**src/rtl/fifo_flagged.sv**
```systemverilog
// fifo_flagged: single-clock FIFO with watermarks, fill level, flush and sticky error flags.
module fifo_flagged #(
  parameter int DATA_WIDTH = 8,
  parameter int DEPTH = 16,
  parameter int AF_LEVEL = 14,
  parameter int AE_LEVEL = 2
) (
  input  logic                         clk,
  input  logic                         rst_n,
  input  logic                         wr_en,
  input  logic [DATA_WIDTH-1:0]        data_in,
  output logic                         full,
  output logic                         almost_full,
  input  logic                         rd_en,
  output logic [DATA_WIDTH-1:0]        data_out,
  output logic                         empty,
  output logic                         almost_empty,
  output logic [$clog2(DEPTH+1)-1:0]   level,
  input  logic                         flush,
  output logic                         overflow,
  output logic                         underflow,
  input  logic                         err_clr
);
  localparam int PW = DEPTH > 1 ? $clog2(DEPTH) : 1;
  localparam int LW = $clog2(DEPTH + 1);
  localparam logic [PW-1:0] LAST = PW'(DEPTH - 1);
  localparam logic [LW-1:0] MAX = LW'(DEPTH);
  localparam logic [LW-1:0] AF = LW'(AF_LEVEL);
  localparam logic [LW-1:0] AE = LW'(AE_LEVEL);
  if (DATA_WIDTH < 1 || DEPTH < 1 || AF_LEVEL < 1 || AF_LEVEL > DEPTH || AE_LEVEL < 0 || AE_LEVEL >= DEPTH) begin : g_bad_params
    $error("fifo_flagged: illegal parameter values");
  end
  logic [DATA_WIDTH-1:0] mem [DEPTH];
  logic [PW-1:0] wr_ptr, rd_ptr;
  logic wr_acc, rd_acc;
  assign full = level == MAX;
  assign empty = level == '0;
  assign almost_full = level >= AF;
  assign almost_empty = level <= AE;
  assign data_out = empty ? '0 : mem[rd_ptr];
  assign wr_acc = wr_en && !full && !flush;
  assign rd_acc = rd_en && !empty && !flush;
  // Pointers wrap by explicit compare so non-power-of-two depths work.
  always_ff @(posedge clk or negedge rst_n)
    if (!rst_n) begin
      wr_ptr <= '0;
      rd_ptr <= '0;
      level <= '0;
      overflow <= 1'b0;
      underflow <= 1'b0;
      for (int i = 0; i < DEPTH; i++) mem[i] <= '0;
    end else begin
      if (flush) begin
        wr_ptr <= '0;
        rd_ptr <= '0;
        level <= '0;
      end else begin
        if (wr_acc) begin
          mem[wr_ptr] <= data_in;
          wr_ptr <= wr_ptr == LAST ? '0 : wr_ptr + 1'b1;
        end
        if (rd_acc) rd_ptr <= rd_ptr == LAST ? '0 : rd_ptr + 1'b1;
        if (wr_acc != rd_acc) level <= wr_acc ? level + 1'b1 : level - 1'b1;
      end
      overflow <= (wr_en && full && !flush) || (overflow && !err_clr);
      underflow <= (rd_en && empty && !flush) || (underflow && !err_clr);
    end
endmodule

```
**config.mk**
```make
export PLATFORM = sky130hd
export DESIGN_NAME = fifo_flagged
export DESIGN_NICKNAME = d
export VERILOG_FILES = /design/src/rtl/fifo_flagged.sv
export SDC_FILE = /design/constraint.sdc
export NUM_CORES = 1
export LEC_CHECK = 0
export BUFFER_PORTS_ARGS = -buffer_cell sky130_fd_sc_hd__clkbuf_2
export CORE_AREA = 8 8 130 132
export CTS_BUF_LIST = sky130_fd_sc_hd__clkbuf_4 sky130_fd_sc_hd__clkbuf_8
export CTS_CLUSTER_DIAMETER = 40
export CTS_CLUSTER_SIZE = 12
export DETAILED_ROUTE_END_ITERATION = 12
export DIE_AREA = 0 0 138 140
export PLACE_DENSITY_LB_ADDON = 0.3
export SLEW_MARGIN = 20
export SYNTH_ARGS = -nofsm -noshare
export SYNTH_HDL_FRONTEND = slang
export SYNTH_SLANG_ARGS = --single-unit
```
**constraint.sdc**
```tcl
create_clock -name clk -period 3 [get_ports clk]
set_input_delay 0.3 -clock clk [delete_from_list [all_inputs] [get_ports clk]]
set_output_delay 0.3 -clock clk [all_outputs]
set_load 0.005 [all_outputs]
```
Word level (Yosys, flattened, before mapping)
Cells that the tools add are included.
{"block": "totals", "word_cells": 75, "output_inout_bits": 19, "reg_bits": 143, "in_bits": 14}
{"block": "op_classes", "n_lt_le_gt_ge": 5, "n_addsub": 4, "n_reduce_logical": 22, "n_mux": 16, "n_eq_ne": 4, "bitwise_logic": 3}
{"op": "$bwmux 128", "n": 1}
{"op": "$bmux 8 s4", "n": 1}
{"op": "$demux 8 s4", "n": 1}
{"op": "$mux 8", "n": 4}
{"op": "$mux 4", "n": 6}
{"op": "$mux 5", "n": 3}
{"op": "$logic_and 1x1->1", "n": 11}
{"op": "$ge 5x5->1 const B", "n": 2}
{"op": "$not 4->5", "n": 2}
{"op": "$add 4x1->4 const B", "n": 2}
{"op": "$eq 4x4->1 const B", "n": 2}
{"op": "$reduce_bool 2->1", "n": 3}
{"op": "$add 5x1->5 const B", "n": 1}
{"op": "$eq 5x5->1 const B", "n": 1}
{"op": "$ge 5x4->1 const B", "n": 1}
{"op": "$le 5x2->1 const B", "n": 1}
{"op": "$logic_not 5->1", "n": 1}
{"op": "$lt 5x1->1 const B", "n": 1}
{"op": "$sub 5x1->5 const B", "n": 1}
{"op": "$logic_not 1->1", "n": 4}
{"op": "$logic_or 1x1->1", "n": 2}
{"op": "$reduce_and 2->1", "n": 1}
{"op": "$ne 1x1->1", "n": 1}
{"op": "$not 1->1", "n": 1}

Depth between registers and ports, before layout
Gate-level depths: netlist of run 1.
{"block": "logic_depth", "depth_word": 7, "mapped_depth": 10, "depth_no_buf": 8}

Worst setup path after synthesis of run 1
No wires, ideal clock.
{"block": "synth_path", "path_type": "register to register", "startpoint": "register level[0]", "endpoint": "register level[4]", "path_slack_ps": 337, "synth_period_minus_slack_ps": 2663, "t_required_ps": 2862, "t_arrival_ps": 2525, "path_stages_with_launch": 10, "n_path_buf": 1, "setup_ps": 138, "cell_sequence": "dfrtp_1 nor4_4 a21oi_2 buf_6 inv_1 ha_1 a21oi_1 o21bai_1 o2111a_1 or4_1"}
{"block": "synth_between", "elab_chain_cells": 7, "word_cells_on_any_way": 15, "cone_classes": "2 x add/sub; 2 x eq/ne; 3 x mux; 8 x reduce/logical"}
{"element": "from (decl)", "line": "18", "source": "output logic [$clog2(DEPTH+1)-1:0] level,"}
{"element": "from (signal assigned)", "line": "63", "source": "if (wr_acc != rd_acc) level <= wr_acc ? level + 1'b1 : level - 1'b1;"}
{"element": "branches (longest 7 deep; another with $sub 5x1->5)"}
Several ways; the timed one is not identified. The select of a mux whose other input is x is not followed.
A chain may end at the register's enable or synchronous reset.

Worst setup path in the final report of run 1
{"block": "layout_path", "startpoint": "register rd_ptr[0]", "endpoint": "output data_out[5]"}
{"block": "layout_between", "elab_chain_cells": 5}
{"element": "from (decl)", "line": "34", "source": "logic [PW-1:0] wr_ptr, rd_ptr;"}
{"element": "from (signal assigned)", "line": "62", "source": "if (rd_acc) rd_ptr <= rd_ptr == LAST ? '0 : rd_ptr + 1'b1;"}
{"element": "$not 4->5 (implied by the code)", "line": "40", "source": "assign data_out = empty ? '0 : mem[rd_ptr];"}
{"element": "$bmux 8 s4", "line": "40"}
{"element": "$mux 8 (implied by the code) (2 in a row)", "line": "40"}
{"element": "$mux 8", "line": "40"}
{"element": "to (decl)", "line": "15", "source": "output logic [DATA_WIDTH-1:0] data_out,"}
No other way between the ends. The select of a mux whose other input is x is not followed.

==> load_flow_metrics.sql, run 1 <==
INSERT INTO impl_metrics (metric_group, metric, value, unit) VALUES
('clock_network', 'htree_levels', '4', ''),
('yosys', 'synth_fp_nets', '498', ''),
('status', 'outcome', 'complete, no violations', ''),
('clock_network', 'clock_sink_count', '143', ''),
('floorplanning', 'dieWidth', '138', 'um'),
('yosys', 'syn_avg_cell_area', '15.4', 'sq um'),
('floorplanning', 'die-height', '140', 'um'),
('yosys', 'netlist-cell-type-count', '50', ''),
('layout', 'multiInputGateArea', '0.00346', 'sq mm'),
('drt', 'antenna_left', '0', ''),
('yosys', 'ys_ff_latch', '143', ''),
('global_route', 'grt_antenna_before_repair', '3', ''),
('setup_path', 'crit_type', 'reg2out', ''),
('yosys', 'synth-adder-area-share', '0.0181', ''),
('place', 'numPortBuffers', '32', ''),
('hold_path', 'hp-start', 'err_clr', ''),
('layout', 'final_common_cell', 'sky130_fd_sc_hd__dfrtp_1', ''),
('clock_network', 'post_cts.resized_instances', '0', ''),
('power', 'cellLeakagePower', '3.73', 'nW'),
('layout', 'num-fill-cells', '1229', ''),
('setup_path', 'reg2regPathDepth', '8', ''),
('clock_network', 'postCtsSetupBuffers', '0', ''),
('yosys', 'post_synthesis_simple_gate_area_fraction', '0.0527', ''),
('layout', 'post_layout_nonfiller_instances', '701', ''),
('timing', 'skew', '11.3', 'ps'),
('timing', 'fmax', '0.357', 'GHz'),
('yosys', 'muxShareOfSynthArea', '0.366', ''),
('yosys', 'yosys_most_used_dff', 'sky130_fd_sc_hd__dfrtp_1', ''),
('clock_network', 'cts_tree', 'built', ''),
('timing', 'timing_worst_slew_pin_value', '819', 'ps'),
('yosys', 'netlist.area_leader.share', '0.489', ''),
('yosys', 'synthDominantAreaCellType', 'sky130_fd_sc_hd__dfrtp_1', ''),
('yosys', 'synth_compound_area_frac', '0.0334', ''),
('yosys', 'yosys-top-cells-area', 'sky130_fd_sc_hd__dfrtp_1, sky130_fd_sc_hd__mux2_4, sky130_fd_sc_hd__mux4_2', ''),
('hold_path', 'whs_endpoint', 'overflow$_DFF_PN0_', ''),
('global_route', 'vias_in_the_first_global_route', '4386', ''),
('power', 'power-per-cell-area', '732', 'mW/mm^2'),
('layout', 'final_layout_size_suffix_gt1_frac', '0.511', ''),
('drt', 'wl_per_cell', '22.3', 'um'),
('global_route', 'wire_length_of_the_first_global_routing_pass', '25400', 'um'),
('drt', 'drt_pass1_iterations', '4', ''),
('setup_path', 'cp_max_fo', '18', ''),
('floorplanning', 'num_rows', '45', ''),
('timing', 'final-hold-violation-count', '0', ''),
('layout', 'final_net_count', '524', ''),
('place', 'dp_hpwl', '10000', 'um'),
('layout', 'final-seq-area', '0.00358', 'sq mm'),
('global_route', 'global_route_usage_over_all_layers', '0.169', ''),
('drt', 'post_route_drc_violation_count', '0', ''),
('drt', 'routed-wl-met2', '7620', 'um'),
('place', 'gpl.final_weighted_congestion', '0.785', ''),
('yosys', 'synth.cell_area', '0.00731', 'sq mm'),
('drt', 'detailroute.via_count', '4030', ''),
('clock_network', 'cts_inserted_buffers', '17', ''),
('timing', 'setup_viol', '0', ''),
('timing', 'period_needed', '2800', 'ps'),
('timing', 'timing_max_transition_violations_final', '0', ''),
('floorplanning', 'io_pins', '33', ''),
('drt', 'route.final.wire_length', '15600', 'um'),
('timing', 'relSlewSlack', '0.454', ''),
('floorplanning', 'initial_utilization', '0.492', ''),
('drt', 'post_drt_via_cell_ratio', '5.75', ''),
('setup_path', 'worst-r2r-setup-slack', '540', 'ps'),
('setup_path', 'reg2reg_from', 'level[0]$_DFFE_PN0P_', ''),
('clock_network', 'clock-root-buffer', 'sky130_fd_sc_hd__clkbuf_8', ''),
('layout', 'antennaDiodeCount', '0', ''),
('clock_network', 'clkTransAtPathRegs', '70', 'ps'),
('hold_path', 'timing.hold.worst_path_depth', '3', ''),
('setup_path', 'cp-end-kind', 'output port', ''),
('drt', 'm1WireLength', '7150', 'um'),
('floorplanning', 'std_cell_core_area', '0.0149', 'sq mm');
==> layer usage <==
metal,GRT usage,up-vias
met4,0.0715,6
met3,0.0402,32
li1,-,1800
met1,0.220,2135
met5,0,-
met2,0.265,57
==> worst max path at each step <==
| stage | start | end | slack [ps] | depth (start not counted) |
|---|---|---|---|---|
| 6_report | rd_ptr[0]$_DFFE_PN0P_ | data_out[5] | 200 | 5 |
| 5_1_grt | rd_ptr[0]$_DFFE_PN0P_ | data_out[1] | 90 | 5 |
| 4_1_cts | rd_ptr[0]$_DFFE_PN0P_ | data_out[0] | 160 | 5 |
| 3_5_place_dp | level[0]$_DFFE_PN0P_ | level[4]$_DFFE_PN0P_ | 560 | 8 |
| 3_3_place_gp | level[0]$_DFFE_PN0P_ | level[4]$_DFFE_PN0P_ | 640 | 8 |
| 2_1_floorplan | level[0]$_DFFE_PN0P_ | level[4]$_DFFE_PN0P_ | 340 | 9 |
==> power breakdown <==
part	switching (mW)	internal, mW	total [mW]
Combinational	0.847	0.987	1.83
Clock	0.762	0.868	1.63
Sequential	0.212	2.19	2.41
Total	1.82	4.05	5.87
==> registers in the layout (all words and copies together), names as in the netlist <==
name and flops:
mem 128, level 5, rd_ptr 4, wr_ptr 4, overflow 1, underflow 1
==> metrics by stage <==
| stage | setup WS [ps] | utilization | power (mW) | hold slack (ps) | instance area [sq um] |
|---|---|---|---|---|---|
| floorplan | 337 | - | 3.67 | 4.41 | 7310 |
| global placement | 641 | 0.510 | 4.24 | 423 | 7580 |
| detailed placement | 559 | 0.510 | 4.28 | 426 | 7580 |
| CTS | 158 | 0.539 | 5.92 | 92.9 | 8020 |
| global route | 86.9 | 0.539 | 6.18 | 119 | 8020 |
| finish | 200 | 0.539 | 5.87 | 111 | 8020 |
==> cells in the mapped netlist, types with 2 or more instances <==
cell and number:
sky130_fd_sc_hd__nand2_1 11, sky130_fd_sc_hd__xnor2_1 2, sky130_fd_sc_hd__and3_1 3, sky130_fd_sc_hd__and3_2 3, sky130_fd_sc_hd__buf_2 7, sky130_fd_sc_hd__clkbuf_1 18
sky130_fd_sc_hd__nand2b_1 2, sky130_fd_sc_hd__nor2_1 10, sky130_fd_sc_hd__mux2_4 72, sky130_fd_sc_hd__buf_4 2, sky130_fd_sc_hd__or4_1 2, sky130_fd_sc_hd__buf_6 10
sky130_fd_sc_hd__mux4_2 40, sky130_fd_sc_hd__nand4_1 2, sky130_fd_sc_hd__nor2b_1 10, sky130_fd_sc_hd__mux2_2 57, sky130_fd_sc_hd__o211ai_1 2, sky130_fd_sc_hd__a21oi_1 14
sky130_fd_sc_hd__dfrtp_1 143, sky130_fd_sc_hd__o21ai_0 5, sky130_fd_sc_hd__mux2i_1 5, sky130_fd_sc_hd__inv_1 10, sky130_fd_sc_hd__ha_1 9, sky130_fd_sc_hd__and3_4 6
sky130_fd_sc_hd__nand3_1 4
==> cells by family after synthesis <==
family | Yosys count
AOI/OAI and AO/OA | 34
xor gates and xnor gates | 3
adders and majority gates | 10
buffers and inverters | 48
DFF | 143
muxes | 174
and+or+nand+nor | 62
==> worst max-delay path, stage by stage (launching register included) <==
cell	delay, ps
sky130_fd_sc_hd__dfrtp_2	360
sky130_fd_sc_hd__buf_4	330
sky130_fd_sc_hd__mux4_2	570
sky130_fd_sc_hd__mux4_2	480
sky130_fd_sc_hd__nor2b_1	160
sky130_fd_sc_hd__clkbuf_2	140
==> cell type report <==
cell class	count	area share
well taps	188	0.0293
multi-input cells	283	0.432
inverters	10	0.00468
repair buffers	45	0.0348
flip-flops and latches	143	0.447
clock inverters	12	0.0198
clock buffers	20	0.0328
Power figures use the tool's default switching activity.
==> run 2: changes to the inputs <==
--- a/config.mk
+++ b/config.mk
@@ -7,7 +7,7 @@
 export LEC_CHECK = 0
 export BUFFER_PORTS_ARGS = -buffer_cell sky130_fd_sc_hd__clkbuf_2
 export CORE_AREA = 8 8 130 132
-export CTS_BUF_LIST = sky130_fd_sc_hd__clkbuf_4 sky130_fd_sc_hd__clkbuf_8
+export CTS_BUF_LIST = sky130_fd_sc_hd__clkbuf_8
 export CTS_CLUSTER_DIAMETER = 40
 export CTS_CLUSTER_SIZE = 12
 export DETAILED_ROUTE_END_ITERATION = 12
==> constraint.sdc (replaced) <==
create_clock -name clk -period 3 [get_ports clk]
set_input_delay 0.6 -clock clk [delete_from_list [all_inputs] [get_ports clk]]
set_output_delay 0.6 -clock clk [all_outputs]
set_load 0.005 [all_outputs]
==> run 2 against run 1 <==
Sequential power about the same. Non-clock buffer count up 10. Critical path type unchanged. Critical path depth up 1.
==> load_flow_metrics.sql, run 2 (synthesis results as in run 1) <==
INSERT INTO impl_metrics (metric_group, metric, value, unit) VALUES
('timing', 'skew', '12.4', 'ps'),
('drt', 'post_route_drc_violation_count', '0', ''),
('timing', 'final-hold-violation-count', '0', ''),
('hold_path', 'worst_hold_path_type', 'in2async', ''),
('layout', 'final_layout_size_suffix_gt1_frac', '0.511', ''),
('drt', 'route.final.wire_length', '16600', 'um'),
('power', 'cellLeakagePower', '3.82', 'nW'),
('layout', 'num-fill-cells', '1193', ''),
('power', 'internal_power', '4.15', 'mW'),
('layout', 'final_net_count', '534', ''),
('floorplanning', 'io_pins', '33', ''),
('setup_path', 'crit_type', 'reg2out', ''),
('layout', 'reg.largest.list', 'mem x128, level x5', ''),
('timing', 'post-route-period-util', '0.998', ''),
('floorplanning', 'die_area', '0.0193', 'sq mm'),
('drt', 'violation_count_after_the_first_detailed_routing_iteration', '306', ''),
('floorplanning', 'num_rows', '45', ''),
('layout', 'post_layout_nonfiller_instances', '710', ''),
('setup_path', 'worst_setup_path_start_kind', 'flop', ''),
('drt', 'drt_pass1_iterations', '4', ''),
('clock_network', 'clkTransAtPathRegs', '80', 'ps'),
('clock_network', 'clock-root-buffer', 'sky130_fd_sc_hd__clkbuf_8', ''),
('run', 'drv.max_cap_violation_count', '0', ''),
('timing', 'unrepaired_setup_endpoints_after_global_routing', 'yes', ''),
('floorplanning', 'std_cell_core_area', '0.0149', 'sq mm'),
('timing', 'fmax', '0.334', 'GHz'),
('timing', 'relSlewSlack', '0.458', ''),
('layout', 'top_library_cells_by_usage_in_the_layout_fill_and_taps_aside', 'sky130_fd_sc_hd__dfrtp_1, sky130_fd_sc_hd__mux2_4, sky130_fd_sc_hd__mux2_2', ''),
('place', 'dp_hpwl', '10300', 'um'),
('drt', 'antenna_left', '0', ''),
('layout', 'antennaDiodeCount', '0', ''),
('timing', 'timing_max_transition_violations_final', '0', ''),
('clock_network', 'cts_inserted_buffers', '17', ''),
('layout', 'largest_register', 'mem', ''),
('global_route', 'grt_antenna_before_repair', '2', ''),
('power', 'netSwitchingPower', '1.80', 'mW'),
('timing', 'setup_total_negative_slack', '0', 'ps'),
('clock_network', 'clkLatencyLatePin', '450', 'ps'),
('setup_path', 'cp_max_fo', '5', ''),
('clock_network', 'ctsLongestPathBuffers', '2', ''),
('power', 'net_switching_fraction_of_the_power', '0.302', ''),
('global_route', 'vias_in_the_first_global_route', '4554', ''),
('floorplanning', 'die-height', '140', 'um'),
('setup_path', 'crit_required', '2400', 'ps'),
('layout', 'final_common_cell', 'sky130_fd_sc_hd__dfrtp_1', ''),
('place', 'dp_cells', '671', ''),
('drt', 'wl_per_cell', '23.4', 'um'),
('place', 'numPortBuffers', '32', ''),
('power', 'power_frac_clock', '0.258', ''),
('clock_network', 'cts_tree', 'built', ''),
('floorplanning', 'dieWidth', '138', 'um'),
('floorplanning', 'initial_utilization', '0.492', ''),
('timing', 'period_needed', '2990', 'ps'),
('power', 'power_frac_comb', '0.336', ''),
('global_route', 'grt_overflow', '0', ''),
('place', 'gpl.final_weighted_congestion', '0.816', ''),
('clock_network', 'clock_sink_count', '143', ''),
('power', 'power-per-cell-area', '730', 'mW/mm^2'),
('power', 'p_seq_frac', '0.406', ''),
('drt', 'post_drt_via_cell_ratio', '5.85', ''),
('power', 'max-vdd-ir-drop', '0.000445', 'V'),
('global_route', 'grt_start_max_net_pins', '87', ''),
('layout', 'areaGrowthSynthToFinish', '11.6', '%'),
('global_route', 'wire_length_of_the_first_global_routing_pass', '26800', 'um'),
('global_route', 'global_route_usage_over_all_layers', '0.180', ''),
('layout', 'max_reg_flops', '128', ''),
('timing', 'timing_worst_slew_pin_value', '812', 'ps'),
('setup_path', 'worstPathArrival', '2390', 'ps'),
('setup_path', 'cp-end-kind', 'output port', ''),
('timing', 'setup_viol', '0', ''),
('clock_network', 'htree_levels', '4', ''),
('place', 'detailedPlace.worstSlack', '328', 'ps'),
('timing', 'final.setup.worst_slack', '6.17', 'ps'),
('drt', 'detailroute.via_count', '4153', ''),
('status', 'outcome', 'complete, no violations', '');
[run 2: changes by cell type in the layout (fill, tap and decap cells not counted), sizes merged]
cell,delta
clkinvlp,-2
buf,+11
clkinv,-1
inv,+3
clkbuf,-1
dlygate4sd3,-1
[run 2: cell type report]
cell class / count / area (sq um) / area share
repair buffers: 55 / 457 / 0.0560
multi-input cells: 283 / 3460 / 0.424
clock inverters: 12 / 129 / 0.0158
well taps: 188 / 235 / 0.0288
clock buffers: 19 / 262 / 0.0320
flip-flops and latches: 143 / 3580 / 0.439
inverters: 10 / 37.5 / 0.00460
[run 2: path summary, 6_finish.rpt]
path,start,endpoint,slack (ps),depth (start not counted)
setup / recovery,rd_ptr[0]$_DFFE_PN0P_,data_out[2],6,6
hold / removal,rst_n,mem[88]$_DFFE_PN0P_,220,1
setup reg to reg,level[0]$_DFFE_PN0P_,level[4]$_DFFE_PN0P_,550,8
hold reg to reg,mem[66]$_DFFE_PN0P_,mem[66]$_DFFE_PN0P_,500,1
max in group asynchronous,rst_n,mem[0]$_DFFE_PN0P_,1980,2
min in group clk,err_clr,overflow$_DFF_PN0_,410,3
[run 2: worst max-delay path: stages (launching register included)]
cell and delay (ps):
sky130_fd_sc_hd__dfrtp_2 410, sky130_fd_sc_hd__buf_6 160, sky130_fd_sc_hd__buf_16 130, sky130_fd_sc_hd__mux4_2 520, sky130_fd_sc_hd__mux4_2 460, sky130_fd_sc_hd__nor2b_1 140, sky130_fd_sc_hd__clkbuf_2 120
[run 2: power by group through the flow]
stage	sequential (mW)	combinational, mW	clock (mW)
floorplan	2.38	1.29	0
global route	2.45	2.17	1.63
detailed placement	2.44	1.87	0
finish	2.42	2.00	1.54
global placement	2.42	1.83	0
CTS	2.42	2.03	1.57
[run 2: timing repair]
item,4_1_cts,5_1_grt
gates cloned,3,0
endpoints found under the setup margin,7,8
setup buffers,5,1
gates resized for setup,8,0
hold buffers,0,0
[run 2: per-layer routing]
layer / vias to the layer above / global-route usage / wire [um]
met4: 4 / 0.0704 / 193
met1: 2214 / 0.240 / 7250
met2: 101 / 0.280 / 8130
li1: 1820 / - / -
met5: - / 0 / 23
met3: 14 / 0.0396 / 987
[run 2: stage by stage]
step	total power [mW]	util	instance area [sq um]	hold WS [ps]
2_1_floorplan	3.67	-	7310	304
5_1_grt	6.26	0.549	8160	272
6_report	5.96	0.549	8160	220
3_5_place_dp	4.31	0.513	7630	485
3_3_place_gp	4.25	0.513	7630	480
4_1_cts	6.02	0.549	8150	217
==> run 3: changes to the inputs <==
--- a/config.mk
+++ b/config.mk
@@ -5,13 +5,14 @@
 export SDC_FILE = /design/constraint.sdc
 export NUM_CORES = 1
 export LEC_CHECK = 0
+export ABC_AREA = 1
 export BUFFER_PORTS_ARGS = -buffer_cell sky130_fd_sc_hd__clkbuf_2
-export CORE_AREA = 8 8 130 132
+export CORE_AREA = 8 8 129 131
 export CTS_BUF_LIST = sky130_fd_sc_hd__clkbuf_8
 export CTS_CLUSTER_DIAMETER = 40
 export CTS_CLUSTER_SIZE = 12
 export DETAILED_ROUTE_END_ITERATION = 12
-export DIE_AREA = 0 0 138 140
+export DIE_AREA = 0 0 137 139
 export PLACE_DENSITY_LB_ADDON = 0.3
 export SLEW_MARGIN = 20
 export SYNTH_ARGS = -nofsm -noshare
==> constraint.sdc (replaced) <==
create_clock -name clk -period 3.8 [get_ports clk]
set_input_delay 0.76 -clock clk [delete_from_list [all_inputs] [get_ports clk]]
set_output_delay 0.76 -clock clk [all_outputs]
set_load 0.005 [all_outputs]
==> run 3 against run 2 <==
Non-clock buffer count shrank 16. Via count is 40% higher. Final cell count increased by 53%. Routed wire length is 10% higher. Critical path depth rose by 3. Critical path type unchanged. Largest cell class unchanged. Largest power group unchanged.
==> load_flow_metrics.sql, run 3 <==
INSERT INTO impl_metrics (metric_group, metric, value, unit) VALUES
('setup_path', 'cp-end-kind', 'output port', ''),
('yosys', 'register_area_share_after_synthesis', '0.505', ''),
('layout', 'areaGrowthSynthToFinish', '8.09', '%'),
('floorplanning', 'die-height', '139', 'um'),
('drt', 'detailroute.via_count', '5819', ''),
('power', 'internal_power', '2.77', 'mW'),
('power', 'net_switching_fraction_of_the_power', '0.358', ''),
('layout', 'postLayoutCoreUtil', '0.519', ''),
('yosys', 'synth_cells', '878', ''),
('setup_path', 'cp_slowest_stage_delay', '600', 'ps'),
('layout', 'final_common_cell', 'sky130_fd_sc_hd__nand2_1', ''),
('clock_network', 'post_cts.resized_instances', '0', ''),
('timing', 'unrepaired_setup_endpoints_after_global_routing', 'no', ''),
('timing', 'setup_total_negative_slack', '0', 'ps'),
('setup_path', 'reg2regPathDepth', '8', ''),
('clock_network', 'htree_levels', '4', ''),
('yosys', 'top_cells_by_count_synth', 'sky130_fd_sc_hd__nand2_1, sky130_fd_sc_hd__dfrtp_1, sky130_fd_sc_hd__o21ai_1, sky130_fd_sc_hd__nand3_1, sky130_fd_sc_hd__a21oi_1', ''),
('drt', 'post_route_drc_violation_count', '0', ''),
('floorplanning', 'std_cell_core_area', '0.0148', 'sq mm'),
('power', 'p_seq_frac', '0.444', ''),
('place', 'detailedPlace.worstSlack', '1030', 'ps'),
('power', 'power_frac_comb', '0.268', ''),
('setup_path', 'reg2reg_from', 'level[0]$_DFFE_PN0P_', ''),
('layout', 'antennaDiodeCount', '0', ''),
('drt', 'violation_count_after_the_first_detailed_routing_iteration', '524', ''),
('clock_network', 'ctsLongestPathBuffers', '2', ''),
('setup_path', 'crit_path_cell_trace', 'inv_2 -> buf_4 -> nand2_1 -> nand3_1 -> nand3_1 -> nand3_1 -> nand2_1 -> nor2_1 -> clkbuf_2', ''),
('drt', 'drt_pass1_iterations', '6', ''),
('floorplanning', 'dieWidth', '137', 'um'),
('drt', 'antenna_left', '0', ''),
('global_route', 'vias_in_the_first_global_route', '5448', ''),
('status', 'outcome', 'complete, no violations', ''),
('clock_network', 'clkTransAtPathRegs', '90', 'ps'),
('setup_path', 'crit_type', 'reg2out', ''),
('yosys', 'synth_enable_flop_cells', '0', ''),
('yosys', 'yosysMostFrequentCell', 'sky130_fd_sc_hd__nand2_1', ''),
('global_route', 'grt_start_max_net_pins', '85', ''),
('timing', 'fmax', '0.304', 'GHz'),
('setup_path', 'worstPathArrival', '2530', 'ps'),
('setup_path', 'cp_max_fo', '31', ''),
('clock_network', 'postCtsSetupBuffers', '0', ''),
('yosys', 'netlist-cell-type-count', '28', ''),
('layout', 'final_layout_size_suffix_gt1_frac', '0.128', ''),
('global_route', 'grt_antenna_before_repair', '0', ''),
('layout', 'final_net_count', '912', ''),
('yosys', 'synth_warnings', '0', ''),
('layout', 'design_area', '0.00766', 'sq mm'),
('timing', 'skew', '14.5', 'ps'),
('power', 'netSwitchingPower', '1.54', 'mW'),
('setup_path', 'worst_setup_path_start_kind', 'flop', ''),
('power', 'power_frac_clock', '0.287', ''),
('floorplanning', 'num_rows', '45', ''),
('layout', 'num-fill-cells', '1447', ''),
('global_route', 'global_route_usage_over_all_layers', '0.204', ''),
('floorplanning', 'die_area', '0.0190', 'sq mm'),
('timing', 'timing_worst_slew_pin_value', '801', 'ps'),
('hold_path', 'worst_hold_path_type', 'in2async', ''),
('global_route', 'wire_length_of_the_first_global_routing_pass', '30200', 'um'),
('yosys', 'synthDominantAreaCellType', 'sky130_fd_sc_hd__dfrtp_1', ''),
('clock_network', 'cts_inserted_buffers', '17', ''),
('clock_network', 'clock-root-buffer', 'sky130_fd_sc_hd__clkbuf_8', ''),
('setup_path', 'path_buf_inv', '3', ''),
('drt', 'post_drt_via_cell_ratio', '5.34', ''),
('clock_network', 'cts_tree', 'built', ''),
('timing', 'timing_max_transition_violations_final', '0', ''),
('timing', 'final-hold-violation-count', '0', ''),
('yosys', 'synth_fp_nets', '902', ''),
('drt', 'route.final.wire_length', '18300', 'um'),
('power', 'power-per-cell-area', '563', 'mW/mm^2'),
('global_route', 'grt_overflow', '0', ''),
('setup_path', 'worst_path_most_repeated_cell', 'sky130_fd_sc_hd__nand3_1', ''),
('timing', 'setup_viol', '0', ''),
('timing', 'post-route-period-util', '0.866', ''),
('setup_path', 'timing.critical_path.max_delay_family', 'buffers and inverters', ''),
('layout', 'top_library_cells_by_usage_in_the_layout_fill_and_taps_aside', 'sky130_fd_sc_hd__nand2_1, sky130_fd_sc_hd__dfrtp_1, sky130_fd_sc_hd__o21ai_1', ''),
('layout', 'largest_register', 'mem', ''),
('timing', 'period_needed', '3290', 'ps'),
('yosys', 'yosys-top-cells-area', 'sky130_fd_sc_hd__dfrtp_1, sky130_fd_sc_hd__nand2_1, sky130_fd_sc_hd__o21ai_1', ''),
('setup_path', 'worst-r2r-setup-slack', '1730', 'ps'),
('yosys', 'synth.cell_area', '0.00709', 'sq mm'),
('layout', 'reg.largest.list', 'mem x128, level x5', ''),
('yosys', 'netlist.area_leader.share', '0.505', ''),
('yosys', 'ys_ff_latch', '143', ''),
('setup_path', 'regToRegEndpoint', 'mem[104]$_DFFE_PN0P_', ''),
('layout', 'max_reg_flops', '128', ''),
('power', 'cellLeakagePower', '3.85', 'nW'),
('floorplanning', 'io_pins', '33', ''),
('clock_network', 'post_cts_hold_buffer_count', '0', ''),
('power', 'max-vdd-ir-drop', '0.000265', 'V'),
('drt', 'wl_per_cell', '16.8', 'um'),
('run', 'drv.max_cap_violation_count', '0', ''),
('yosys', 'synth-async-reset-ratio', '1.00', ''),
('yosys', 'yosys_most_used_dff', 'sky130_fd_sc_hd__dfrtp_1', ''),
('yosys', 'syn_avg_cell_area', '8.07', 'sq um'),
('setup_path', 'cp_slowest_cell', 'sky130_fd_sc_hd__dfrtp_2', ''),
('timing', 'final.setup.worst_slack', '508', 'ps'),
('place', 'gpl.final_weighted_congestion', '0.854', ''),
('place', 'numPortBuffers', '32', ''),
('floorplanning', 'initial_utilization', '0.480', ''),
('place', 'dp_hpwl', '12000', 'um'),
('timing', 'relSlewSlack', '0.465', ''),
('clock_network', 'clock_sink_count', '143', ''),
('place', 'placedInstanceArea', '0.00726', 'sq mm'),
('setup_path', 'crit_required', '3040', 'ps'),
('clock_network', 'clkLatencyLatePin', '470', 'ps');
run 3: changes by cell type in the layout (fill, tap and decap cells not counted), moves of 16 or more:
cell | before | now
sky130_fd_sc_hd__nand2_1 | 11 | 342
sky130_fd_sc_hd__o21ai_1 | 0 | 111
sky130_fd_sc_hd__mux2_4 | 72 | 0
sky130_fd_sc_hd__mux2_2 | 57 | 0
sky130_fd_sc_hd__nand3_1 | 4 | 52
sky130_fd_sc_hd__mux4_2 | 40 | 0
sky130_fd_sc_hd__a21oi_1 | 14 | 42
sky130_fd_sc_hd__inv_1 | 15 | 36
sky130_fd_sc_hd__o21ai_2 | 0 | 16
run 3: per-stage QoR:
| stage | hold slack [ps] | instances | total power, mW |
|---|---|---|---|
| floorplan | 453 | 878 | 2.70 |
| global placement | 469 | 1057 | 3.09 |
| detailed placement | 478 | 1057 | 3.10 |
| CTS | 365 | 1089 | 4.34 |
| global route | 399 | 1089 | 4.60 |
| finish | 343 | 1089 | 4.31 |
run 3: worst max-delay path by stage:
stage                                     start     endpoint  slack [ps]  cells after the start
final                     rd_ptr[0]$_DFFE_PN0P_  data_out[2]         510                      9
after global routing      rd_ptr[0]$_DFFE_PN0P_  data_out[2]         260                      9
after CTS                 rd_ptr[0]$_DFFE_PN0P_  data_out[2]         520                      9
after detailed placement  rd_ptr[0]$_DFFE_PN0P_  data_out[2]        1030                      9
after global placement    rd_ptr[0]$_DFFE_PN0P_  data_out[2]        1010                      9
after floorplan           rd_ptr[0]$_DFFE_PN0P_  data_out[0]        1720                      8
run 3: layout make-up:
cell class                 instances  area [sq um]  area share
sequential                       143          3580       0.467
clock inverter                    13           139      0.0181
multi-input combinational        643          3050       0.398
inverter                          44           165      0.0216
timing repair buffer              39           231      0.0302
clock buffer                      19           262      0.0341
tap                              188           235      0.0307
run 3: worst register-to-register path, cell delays in order (launching register included):
cell and delay, ps:
sky130_fd_sc_hd__dfrtp_1 500, sky130_fd_sc_hd__nor2_2 100, sky130_fd_sc_hd__nand3_2 110, sky130_fd_sc_hd__nand2_2 150, sky130_fd_sc_hd__inv_2 380, sky130_fd_sc_hd__buf_4 340, sky130_fd_sc_hd__nand2_4 190, sky130_fd_sc_hd__nand2_1 100
sky130_fd_sc_hd__o21ai_1 70
run 3: layer usage:
metal  global-route usage  vias to the layer above  wire (um)
met2                0.295                      191       8000
met3               0.0438                       27       1300
met4               0.0681                        0        283
met5                    0                        -          0
li1                     -                     2858          -
met1                0.294                     2743       8670
run 3: kinds of logic after synthesis:
logic type      count (synthesis)  share of synthesized area
flops                         143                      0.505
compound gates                188                      0.142
fa+ha+maj                      10                     0.0187
buf+inv                        92                     0.0650
xor+xnor                        5                    0.00618
simple gates                  440                      0.263
run 3: power by group through the flow:
stage / Sequential [mW] / Clock (mW) / Combinational (mW)
floorplan: 1.87 / 0 / 0.828
global placement: 1.94 / 0 / 1.15
detailed placement: 1.94 / 0 / 1.17
CTS: 1.91 / 1.26 / 1.17
global route: 1.95 / 1.32 / 1.33
finish: 1.91 / 1.24 / 1.16
